===== src/rtl/pll_seq_pkg.sv =====
// Shared types and constants for the PLL reset sequencer.
package pll_seq_pkg;

    // Sequencer states; the encoding is exported on state_o for debug.
    typedef enum logic [2:0] {
        PLL_RESET = 3'd0,
        WAIT_LOCK = 3'd1,
        STABLE    = 3'd2,
        RELEASE   = 3'd3,
        RUN       = 3'd4
    } pll_state_e;

    // Width of the saturating relock event counter.
    localparam int RELOCK_W = 8;

    // Largest of four values, used to size the shared timer.
    function automatic int max_of4(input int a, input int b, input int c, input int d);
        int m;
        m = a;
        if (b > m) m = b;
        if (c > m) m = c;
        if (d > m) m = d;
        return m;
    endfunction

endpackage


===== src/rtl/sync_2ff.sv =====
// Two-flop synchronizer for signals crossing into the local clock domain.
module sync_2ff #(
    parameter int WIDTH = 1
) (
    input  logic             clk,
    input  logic             rst,
    input  logic [WIDTH-1:0] d,
    output logic [WIDTH-1:0] q
);

    logic [WIDTH-1:0] meta;

    // Two register stages; both clear to 0 on reset.
    always_ff @(posedge clk) begin
        if (rst) begin
            meta <= '0;
            q    <= '0;
        end else begin
            meta <= d;
            q    <= meta;
        end
    end

endmodule


===== src/rtl/pll_reset_sequencer.sv =====
// Supervises the system PLL: pulses its reset, waits for a stable lock,
// then releases the downstream domain resets one at a time. Lock loss or a
// software request re-arms the PLL from the beginning.
module pll_reset_sequencer
    import pll_seq_pkg::*;
#(
    parameter int N_DOMAINS     = 5,
    parameter int RST_CYCLES    = 16,
    parameter int LOCK_TIMEOUT  = 50000,
    parameter int STABLE_CYCLES = 1024,
    parameter int RELEASE_GAP   = 64,
    parameter int MAX_RETRIES   = 4
) (
    input  logic                 refclk,
    input  logic                 rst,
    output logic                 pll_rst,
    input  logic                 pll_locked,
    input  logic                 sw_relock,
    output logic [N_DOMAINS-1:0] dom_rst,
    output logic                 all_ready,
    output logic                 lock_fail,
    output logic [RELOCK_W-1:0]  relock_count,
    output logic [2:0]           state_o
);

    localparam int TW = $clog2(max_of4(LOCK_TIMEOUT, STABLE_CYCLES, RELEASE_GAP, RST_CYCLES)) + 1;
    localparam int RW = $clog2(MAX_RETRIES + 1);

    localparam logic [TW-1:0] RST_LAST     = TW'(RST_CYCLES - 1);
    localparam logic [TW-1:0] TIMEOUT_LAST = TW'(LOCK_TIMEOUT - 1);
    localparam logic [TW-1:0] STABLE_LAST  = TW'(STABLE_CYCLES - 1);
    localparam logic [TW-1:0] GAP_LAST     = TW'(RELEASE_GAP - 1);
    localparam logic [RW-1:0] RETRY_MAX    = RW'(MAX_RETRIES);

    pll_state_e            state, state_n;
    logic [TW-1:0]         timer, timer_n;
    logic [RW-1:0]         retry, retry_n;
    logic                  pll_rst_n, all_ready_n, lock_fail_n;
    logic [N_DOMAINS-1:0]  dom_rst_n;
    logic [RELOCK_W-1:0]   relock_n;
    logic                  locked_s;
    logic                  restart, count_loss;

    sync_2ff #(.WIDTH(1)) u_lock_sync (
        .clk (refclk),
        .rst (rst),
        .d   (pll_locked),
        .q   (locked_s)
    );

    // Next-state and next-output logic; every output is registered below.
    always_comb begin
        state_n     = state;
        timer_n     = timer + 1'b1;
        retry_n     = retry;
        pll_rst_n   = pll_rst;
        dom_rst_n   = dom_rst;
        all_ready_n = all_ready;
        lock_fail_n = lock_fail;
        relock_n    = relock_count;
        restart     = 1'b0;
        count_loss  = 1'b0;

        case (state)
            PLL_RESET: begin
                // sw_relock is deliberately ignored: the PLL is already in reset.
                if (timer == RST_LAST) begin
                    state_n   = WAIT_LOCK;
                    timer_n   = '0;
                    pll_rst_n = 1'b0;
                end
            end
            WAIT_LOCK: begin
                if (sw_relock) begin
                    restart = 1'b1;
                end else if (locked_s) begin
                    state_n = STABLE;
                    timer_n = '0;
                    retry_n = '0;
                end else if (timer == TIMEOUT_LAST) begin
                    state_n   = PLL_RESET;
                    timer_n   = '0;
                    pll_rst_n = 1'b1;
                    if (retry != RETRY_MAX) retry_n = retry + 1'b1;
                    if (retry_n == RETRY_MAX) lock_fail_n = 1'b1;
                end
            end
            STABLE: begin
                if (sw_relock) begin
                    restart = 1'b1;
                end else if (!locked_s) begin
                    // A glitch before release is not a relock event.
                    state_n = WAIT_LOCK;
                    timer_n = '0;
                end else if (timer == STABLE_LAST) begin
                    state_n      = RELEASE;
                    timer_n      = '0;
                    dom_rst_n[0] = 1'b0;
                end
            end
            RELEASE: begin
                if (!locked_s || sw_relock) begin
                    restart    = 1'b1;
                    count_loss = !locked_s;
                end else if (!dom_rst[N_DOMAINS-1]) begin
                    state_n     = RUN;
                    timer_n     = '0;
                    all_ready_n = 1'b1;
                end else if (timer == GAP_LAST) begin
                    // dom_rst is a thermometer code: clear its lowest set bit.
                    timer_n   = '0;
                    dom_rst_n = dom_rst & ~(dom_rst & (~dom_rst + 1'b1));
                end
            end
            RUN: begin
                timer_n = '0;
                if (!locked_s || sw_relock) begin
                    restart    = 1'b1;
                    count_loss = !locked_s;
                end
            end
            default: begin
                restart = 1'b1;
            end
        endcase

        // Common re-arm path; a lock loss wins over a coincident sw_relock.
        if (restart) begin
            state_n     = PLL_RESET;
            timer_n     = '0;
            pll_rst_n   = 1'b1;
            dom_rst_n   = '1;
            all_ready_n = 1'b0;
            if (count_loss && (relock_count != '1)) relock_n = relock_count + 1'b1;
        end
    end

    // State, timer and registered outputs.
    always_ff @(posedge refclk) begin
        if (rst) begin
            state        <= PLL_RESET;
            timer        <= '0;
            retry        <= '0;
            pll_rst      <= 1'b1;
            dom_rst      <= '1;
            all_ready    <= 1'b0;
            lock_fail    <= 1'b0;
            relock_count <= '0;
        end else begin
            state        <= state_n;
            timer        <= timer_n;
            retry        <= retry_n;
            pll_rst      <= pll_rst_n;
            dom_rst      <= dom_rst_n;
            all_ready    <= all_ready_n;
            lock_fail    <= lock_fail_n;
            relock_count <= relock_n;
        end
    end

    assign state_o = state;

endmodule


===== config.mk =====
export PLATFORM = sky130hd
export DESIGN_NAME = pll_reset_sequencer
export DESIGN_NICKNAME = d
export VERILOG_FILES = /design/src/rtl/pll_seq_pkg.sv /design/src/rtl/sync_2ff.sv /design/src/rtl/pll_reset_sequencer.sv
export SDC_FILE = /design/constraint.sdc
export NUM_CORES = 1
export LEC_CHECK = 0
export CELL_PAD_IN_SITES_DETAIL_PLACEMENT = 0
export CELL_PAD_IN_SITES_GLOBAL_PLACEMENT = 2
export CORE_ASPECT_RATIO = 1.4
export CORE_MARGIN = 5
export CORE_UTILIZATION = 32
export CTS_BUF_LIST = sky130_fd_sc_hd__clkbuf_4
export DETAILED_ROUTE_END_ITERATION = 10
export PLACE_DENSITY = 0.74
export SYNTH_ARGS = -nofsm -noshare
export SYNTH_HDL_FRONTEND = slang
export SYNTH_SLANG_ARGS = --single-unit

===== constraint.sdc =====
create_clock -name refclk -period 1.8 [get_ports refclk]
set_input_delay 0.45 -clock refclk [delete_from_list [all_inputs] [get_ports refclk]]
set_output_delay 0.45 -clock refclk [all_outputs]
set_load 0.02 [all_outputs]

## Yosys cells after proc, flatten, opt, wreduce, memory -nomap -nowiden

Index checks and enable logic that the tools add are counted.

- Add/sub/neg operators: 4
- Eq/ne operators: 24
- Multiplexer cells: 45
- Bitwise logic cells: 8
- Reductions and logical operators: 20

Operator list:

| kind | count |
|---|---|
| 2-to-1 mux 17 bit | 10 |
| case mux 17 bit (5 select lines) | 1 |
| 2-to-1 mux 3 bit | 16 |
| inequality test 2 bit, second input constant | 10 |
| adder 17 x 1 -> 17 bit, second input constant | 1 |
| equality test 17 x 10 -> 1 bit, second input constant | 1 |
| equality test 17 x 16 -> 1 bit, second input constant | 1 |
| equality test 17 x 4 -> 1 bit, second input constant | 1 |
| equality test 17 x 6 -> 1 bit, second input constant | 1 |
| 2-to-1 mux 1 bit | 12 |
| case mux 3 bit (4 select lines) | 1 |
| bitwise AND 5 bit | 2 |
| 2-to-1 mux 5 bit | 2 |
| NOT 5 bit | 2 |
| AND reduction 5 bit | 2 |
| adder 8 x 1 -> 8 bit, second input constant | 1 |
| inequality test 8 bit, second input constant | 1 |
| AND reduction 8 bit | 1 |
| AND reduction 7 bit | 1 |
| equality test 3 x 2 -> 1 bit, second input constant | 2 |
| equality test 3 bit, second input constant | 2 |
| inequality test 3 bit, second input constant | 2 |
| AND reduction 3 bit | 2 |
| nonzero test 2 bit | 3 |
| 16 further kinds | 23 |

- Register bits: 41
- Bits of input ports: 4
- Output and inout bits: 19

## Longest topological paths before layout

Gate-level depths: netlist of the first run.

- Depth in word-level cells: 9
- Depth in mapped cells: 8
- Gate-level depth less buffers: 6

## By module

A second synthesis of the first run with hierarchy kept.

- Cell total of the unflattened synthesis: 231
- Area, all modules: 1995.7 um^2

Modules (own cells, without submodules):

| module | instances | cells an instance | area each (um^2) | sequential area each (um^2) |
|---|---|---|---|---|
| pll_reset_sequencer | 1 | 227 | 1943.1 | 780.7 |
| sync_2ff | 1 | 4 | 52.6 | 40.0 |

## Least setup slack after synthesis of the first run

OpenSTA, ideal clock, no wires.

- Path kind: reg2reg
- Start point: register state[2] (netlist: state_o[2])
- End point: register relock_count[7]
- Arrival: 1860 ps
- Slack: -188 ps
- Stages on the path, launching flop included: 7
- Buffers on the path: 1
- Cell sequence: dfxtp_1 -> buf_2 -> or3b_2 -> a221oi_4 -> nand3_1 -> xnor2_1 -> nor2b_1

- Cells in the longest elaborated chain, start to end: 5
- Elaborated cells between the ends (all ways): 11

Ends and longest elaborated chain:

| what | line | source |
|---|---|---|
| start: declaration | pll_reset_sequencer.sv:35 | `pll_state_e state, state_n;` |
| start signal: assignment | pll_reset_sequencer.sv:150 | `state <= state_n;` |
| equality test 3 bit or equality test 3 x 2 -> 1 bit (tied branches) | pll_reset_sequencer.sv:64 | `case (state)` |
| OR reduction 2 bit (no line) | -- |  |
| 2-to-1 mux 1 bit | -- |  |
| logical AND 1 bit | pll_reset_sequencer.sv:134 | `if (count_loss && (relock_count != '1)) relock_n = relock_count + 1'b1;` |
| AND reduction 2 bit (no line) (*) | -- |  |
| end signal: assignment | pll_reset_sequencer.sv:157 | `relock_count <= relock_n;` |
| end: declaration | pll_reset_sequencer.sv:22 | `output logic [RELOCK_W-1:0] relock_count,` |

Mark *: on every way between the ends. The rest lies on a longest branch, timed or not.
A chain may end at the register's enable or synchronous reset.

## Worst setup path in the final report of the first run

- Start point: register timer[7]
- End point: register timer[3]

- Cells in the longest elaborated chain, start to end: 5
- Elaborated cells between the ends (all ways): 15

Ends and longest elaborated chain:

| what | line | source |
|---|---|---|
| start: declaration | pll_reset_sequencer.sv:36 | `logic [TW-1:0] timer, timer_n;` |
| start signal: assignment | pll_reset_sequencer.sv:151 | `timer <= timer_n;` |
| equality test 17 x 6 -> 1 bit, or another cell as far along | pll_reset_sequencer.sv:109 | `end else if (timer == GAP_LAST) begin` |
| 2-to-1 mux 17 bit (on tied branches) | pll_reset_sequencer.sv:109, pll_reset_sequencer.sv:80, pll_reset_sequencer.sv:95 |  |
| 2-to-1 mux 17 bit (on tied branches) | pll_reset_sequencer.sv:105, pll_reset_sequencer.sv:76, pll_reset_sequencer.sv:91 |  |
| 2-to-1 mux 17 bit (on tied branches) | pll_reset_sequencer.sv:102, pll_reset_sequencer.sv:74, pll_reset_sequencer.sv:89 |  |
| case mux 17 bit (5 select lines) (*) | pll_reset_sequencer.sv:64 |  |

Marks and branches as above.

==> results.md, run 1 <==
- Status: complete, but fails checks
- Failing checks: setup timing
- Die W: 80.1 µm
- Critical Path Fanout Max: 8
- Worst-Skew Late Latency: 360 ps
- RSZ-0062 raised after global routing: yes
- Worst slack, placed: -368 ps
- Number of enable flip-flop cells after synthesis: 0
- Initial antenna violation count: 0
- CTS H-tree lvls: 2
- Post-synth net total: 262
- Min-Delay Startpoint: lock_fail
- RR Startpoint: timer[7]
- Worst setup EP type: register
- Chip Height: 108 µm
- Gr usage total: 14.0%
- Reg2Reg Depth: 6
- I/O Buffers: 22
- Layout area overhead: 44.2%
- Vias in the first global route: 2022
- Tcrit/Tclk final: 104%
- Hold crit path type: reg -> reg
- Commonest cells in the netlist: dfxtp_1, nor2_1, nand2_1
- # placed instances: 411
- Clock skew: 4.67 ps
- Fin area: 0.00317 mm²
- Number of detailed-route iterations in the first pass: 4
- Fin nets: 337
- GP Congestion: 0.812
- Drt drc: 0
- Vias: 2077
- Post-DR vias/cell: 4.92
- Clock tree buffer depth: 2
- Top-level port count: 23
- Avg WL per Cell: 14.4 µm
- CTS tree: built
- Routed Antenna Nets: 0
- Starting DRT DRC Count: 92
- Pwr Total: 0.00161 W
- N_diodes: 0
- Slew Limit Fails: 0
- Post-synth ARST share: 0%
- Startpoint Class: register
- Ys Warns: 0
- Total gr overflow: 0
- Max-slew headroom: 77.2%
- Synth top area share: 37.3%
- Actual slew at the worst max-slew pin: 342 ps
- Power density over the cells: 508 mW/mm²
- Max Fclk: 534 MHz
- Mapped Cells: 254
- Max VDD drop: 0.242 mV
- Top-count cell post-synth: dfxtp_1
- Pin count of the biggest net entering global routing: 18
- Final setup vio count: 18
- Lkg Pwr: 1.28 nW
- Synth top area cells: dfxtp_1, a211oi_1, xor2_1, nor2_1, xnor2_1
- Final HPWL DP: 4390 µm
- Num CTS Buffers: 5
- Global-route wire length before repair: 9560 µm
- Post-DP Area: 0.00290 mm²
- Register clock-pin slew on the reported worst setup and hold paths: 130 ps
- Total Neg Setup Slack: -791 ps
- Hold depth: 2
- CTS Sinks: 41
- Fin worst setup slack: -73.2 ps
- Initial core utilization: 33.1%
- Register area share after synthesis: 37.3%
- Area leader, netlist: dfxtp_1
- Die area: 0.00866 mm²
- Post-synthesis cell type count: 53
- Total Wirelength: 6070 µm
- Synthesized area: 0.00220 mm²
- Worst reg2reg endpoint: timer[3]
- Max-Cap Viols: 0
- Fillcell total: 694
- Average size of a mapped cell: 8.66 µm²
- CORE AREA: 0.00666 mm²
- Reg2reg setup slack: -70 ps
- Final hold violations: 0
- Finished Layout Cells: 422
- Classification of the worst setup path: reg -> reg
- CP Data Arrival Time: 2120 ps
- Clock Root Buffer: clkbuf_4
- Critical Path RT: 2050 ps
- Final min period: 1870 ps
- Main synth FF type: dfxtp_1
- Endpoint with the worst hold slack: lock_fail
- Register bit total from synthesis: 41
- # rows: 35
- Share of cells above drive strength 1: 35.5%
## critical path, cell delays in order, from the launching register on
cell and delay, ps:
dfxtp_2 340, or4_4 540, nor3_4 250, a211o_2 170, and3_4 230, clkbuf_16 170, a211oi_1 70
## flip-flops by register name, summed over array words and instances (netlist names), 3 cells and up
register and count:
dom_rst 5, relock_count 8, state_o 3, retry 3, timer 17
## per-stage QoR
| step | util, % | hold slack [ps] |
|---|---|---|
| 6_report | 47.7 | 458 |
| 5_1_grt | 47.7 | 483 |
| 4_1_cts | 44.6 | 465 |
| 3_5_place_dp | 43.5 | 445 |
| 3_3_place_gp | 43.5 | 432 |
| 2_1_floorplan | - | 414 |
## where the power goes
part	internal, W	leakage (nW)	switching, W
Sequential	0.000912	0.338	0.00000647
Combinational	0.0000417	0.903	0.0000458
Clock	0.000288	0.0389	0.000318
## cell usage in the layout (no fill, tap or decap), types with 6 or more instances in the layout
master,netlist,final
a211oi_2,0,14
nand3_1,12,11
a21oi_1,10,10
buf_4,0,54
nor3_1,9,7
dfxtp_1,41,29
dfxtp_2,0,10
xnor2_1,10,10
xor2_1,12,12
and3_1,7,6
nor2_1,27,27
o21ai_0,7,6
dlygate4sd2_1,0,17
nand2_1,18,18
inv_1,11,11
nand4_1,11,11
## worst max-delay path by stage
stage	from	end	slack (ps)	depth (start not counted)
floorplan	timer[7]	timer[7]	-30	7
global placement	sw_relock	state_o[0]	-320	7
detailed placement	sw_relock	state_o[0]	-370	7
CTS	timer[7]	dom_rst[3]	-60	6
global route	timer[7]	timer[13]	-140	6
finish	timer[7]	timer[3]	-70	6
## final cells by class
class,instances,area (µm²),share of cell area [%]
multi-input combinational,190,1410,44.3
sequential,41,841,26.5
timing repair buffer,80,691,21.8
tap,92,115,3.63
clock inverter,3,41.3,1.30
inverter,11,41.3,1.30
clock buffer,5,37.5,1.18
## cells by family after synthesis
group | share of synthesized area, %
adders and majority gates | 2.27
muxes | 0.966
DFF | 37.3
and+or+nand+nor | 27.6
buffers and inverters | 5.68
xor gates and xnor gates | 8.75
AOI/OAI and AO/OA | 17.4
## metal layers
metal | wire [µm] | track usage, %
met1 | 2600 | 16.0
met2 | 3230 | 25.5
met3 | 147 | 2.67
met4 | 95 | 4.71
met5 | 0 | 0
## timing repair
item | 4_1_cts | 5_1_grt
buffers inserted | 0 | 1
setup endpoints to repair | 40 | 34
pin swaps | 1 | 19
gates cloned | 0 | 2
hold buffers | 0 | 0
resized for setup | 20 | 36
No activity file was read; power rests on OpenSTA's default activity.
==> inputs of run 2 (changes only) <==
--- a/config.mk
+++ b/config.mk
@@ -8,7 +8,7 @@
 export CELL_PAD_IN_SITES_DETAIL_PLACEMENT = 0
 export CELL_PAD_IN_SITES_GLOBAL_PLACEMENT = 2
 export CORE_ASPECT_RATIO = 1.4
-export CORE_MARGIN = 5
+export CORE_MARGIN = 8
 export CORE_UTILIZATION = 32
 export CTS_BUF_LIST = sky130_fd_sc_hd__clkbuf_4
 export DETAILED_ROUTE_END_ITERATION = 10
==> results.md, run 2 (synthesis gave the netlist of run 1 again) <==
- Total Wirelength: 6260 µm (+3.0%)
- Max-Cap Viols: 0 (unchanged)
- Fin nets: 343 (+1.8%)
- Multi-input combinational cell area: 0.00145 mm² (+3.1%)
- Register clock-pin slew on the reported worst setup and hold paths: 130 ps (about the same)
- Number of detailed-route iterations in the first pass: 4 (unchanged)
- N_diodes: 0 (unchanged)
- Hold crit path type: reg -> reg
- Most common cell after layout, fill and taps aside: buf_4
- Post-DR vias/cell: 5.10 (+3.6%)
- Power density over the cells: 453 mW/mm² (-11%)
- Initial core utilization: 32.4% (-0.71 points)
- Pwr Total: 0.00147 W (-8.5%)
- Critical Path RT: 2040 ps (about the same)
- Worst-Skew Late Latency: 350 ps (about the same)
- Chip Height: 114 µm (+5.5%)
- # rows: 36 (+2.9%)
- Top-level port count: 23 (unchanged)
- CORE AREA: 0.00680 mm² (+2.2%)
- Starting DRT DRC Count: 104 (+13%)
- Vias in the first global route: 2167 (+7.2%)
- Critical Path Fanout Max: 9 (+1)
- Avg WL per Cell: 14.5 µm (+1.1%)
- Lkg Pwr: 1.28 nW (+0.28%)
- Status: complete, but fails checks
- Max Fclk: 529 MHz (-0.93%)
- Share of cells above drive strength 1: 36.7% (+1.3 points)
- Classification of the worst setup path: reg -> reg
- Worst setup EP type: register
- Total Neg Setup Slack: -1330 ps (-538 ps)
- Fillcell total: 705 (+1.6%)
- Hold_buf cts: 0 (unchanged)
- Clock tree buffer depth: 2 (unchanged)
- I/O Buffers: 22 (unchanged)
- Routed Antenna Nets: 0 (unchanged)
- Final min period: 1890 ps (+17.6 ps)
- Actual slew at the worst max-slew pin: 360 ps (+18.9 ps)
- Num CTS Buffers: 5 (unchanged)
- Tcrit/Tclk final: 105% (+0.98 points)
- Initial antenna violation count: 0 (unchanged)
- Final hold violations: 0 (unchanged)
- Clock skew: 12.6 ps (+7.96 ps)
- GP Congestion: 0.848 (+4.4%)
- Failing checks: setup timing
- Max VDD drop: 0.306 mV (+26%)
- Max-slew headroom: 76.0% (-1.3 points)
- Reg area: 836 µm² (-0.60%)
- Drt drc: 0 (unchanged)
- Clock Root Buffer: clkbuf_4
- Final core utilization: 47.9% (+0.21 points)
- Final HPWL DP: 4570 µm (+4.1%)
- Slew Limit Fails: 0 (unchanged)
- CTS tree: built
- Total gr overflow: 0 (unchanged)
- Layout area overhead: 48.0%
- CP Data Arrival Time: 2130 ps (about the same)
- Die W: 86.1 µm (+7.5%)
- Most frequent cells in the layout: buf_4, dfxtp_1, nor2_1
- Pin count of the biggest net entering global routing: 18 (unchanged)
- RSZ-0062 raised after global routing: yes
- Biggest regs: timer x17, relock_count x8, dom_rst x5
- Largest register FFs: 17 (unchanged)
- Largest Register: timer
- Vias: 2192 (+5.5%)
- Final setup vio count: 20 (+2)
- Gr usage total: 13.4% (-0.54 points)
- Startpoint Class: register
- CTS H-tree lvls: 2 (unchanged)
- CTS Sinks: 41 (unchanged)
- Global-route wire length before repair: 10600 µm (+10%)
- Fin worst setup slack: -90.8 ps (-17.6 ps)
- Die area: 0.00983 mm² (+13%)
==> run 2: cell count changes in the layout (fill, tap and decap cells not counted), sizes merged <==
cell	delta
clkbuf	-1
buf	+8
clkinvlp	-1
dlygate4sd2	-2
clkdlybuf4s50	+1
bufinv	-1
dlymetal6s2s	+1
==> run 2: final cells by class <==
type / count / area share (%)
inverters: 11 / 1.27
flip-flops and latches: 41 / 25.7
repair buffers: 86 / 23.4
clock inverters: 1 / 0.115
clock buffers: 6 / 1.38
well taps: 95 / 3.65
multi-input cells: 190 / 44.5
==> run 2: per-stage QoR <==
step | setup slack, ps | hold slack (ps) | instances | cell area, µm²
4_1_cts | -83.3 | 459 | 427 | 3140
5_1_grt | -143 | 481 | 430 | 3260
2_1_floorplan | -27.7 | 414 | 254 | 2230
3_3_place_gp | -390 | 425 | 415 | 2920
3_5_place_dp | -443 | 434 | 415 | 2920
6_report | -90.8 | 457 | 430 | 3260
==> run 2: critical path: stages (launching register included) <==
cell and delay (ps):
dfxtp_2 340, or4_4 540, nor3_4 280, a211o_2 180
and3_4 230, buf_12 130, a211oi_1 70
==> run 2: final timing paths <==
check	startpoint	endpoint	slack (ps)	depth (start not counted)
setup / recovery	timer[7]	timer[2]	-90	6
hold / removal	u_lock_sync.meta	u_lock_sync.q	460	1
hold reg to reg	u_lock_sync.meta	u_lock_sync.q	460	1
setup reg to reg	timer[7]	timer[2]	-90	6
==> run 2: power breakdown <==
part / internal [W] / switching (W)
registers: 0.000912 / 0.00000841
logic: 0.0000449 / 0.0000455
clock network: 0.000157 / 0.000306
total: 0.00111 / 0.000360
==> run 2: per-layer routing <==
| layer | GRT usage, % | wire length [µm] | vias to the layer above |
|---|---|---|---|
| met3 | 2.51 | 208 | 8 |
| met1 | 13.9 | 2510 | 1060 |
| li1 | - | - | 1091 |
| met2 | 25.6 | 3410 | 33 |
| met5 | 0 | 0 | - |
| met4 | 5.28 | 127 | 0 |
==> run 2: repair_timing <==
item / in CTS / in global routing
buffers inserted: 5 / 3
cloned: 1 / 0
resized for setup: 44 / 21
setup endpoints to repair: 40 / 38
pin swaps: 17 / 9
==> inputs of run 3 (changes only) <==
--- a/config.mk
+++ b/config.mk
@@ -11,6 +11,7 @@
 export CORE_MARGIN = 8
 export CORE_UTILIZATION = 32
 export CTS_BUF_LIST = sky130_fd_sc_hd__clkbuf_4
+export CTS_CLUSTER_SIZE = 16
 export DETAILED_ROUTE_END_ITERATION = 10
 export PLACE_DENSITY = 0.74
 export SYNTH_ARGS = -nofsm -noshare
==> results of run 3 <==
Same layout as run 2: the final DEF is identical, and so are final timing and power.
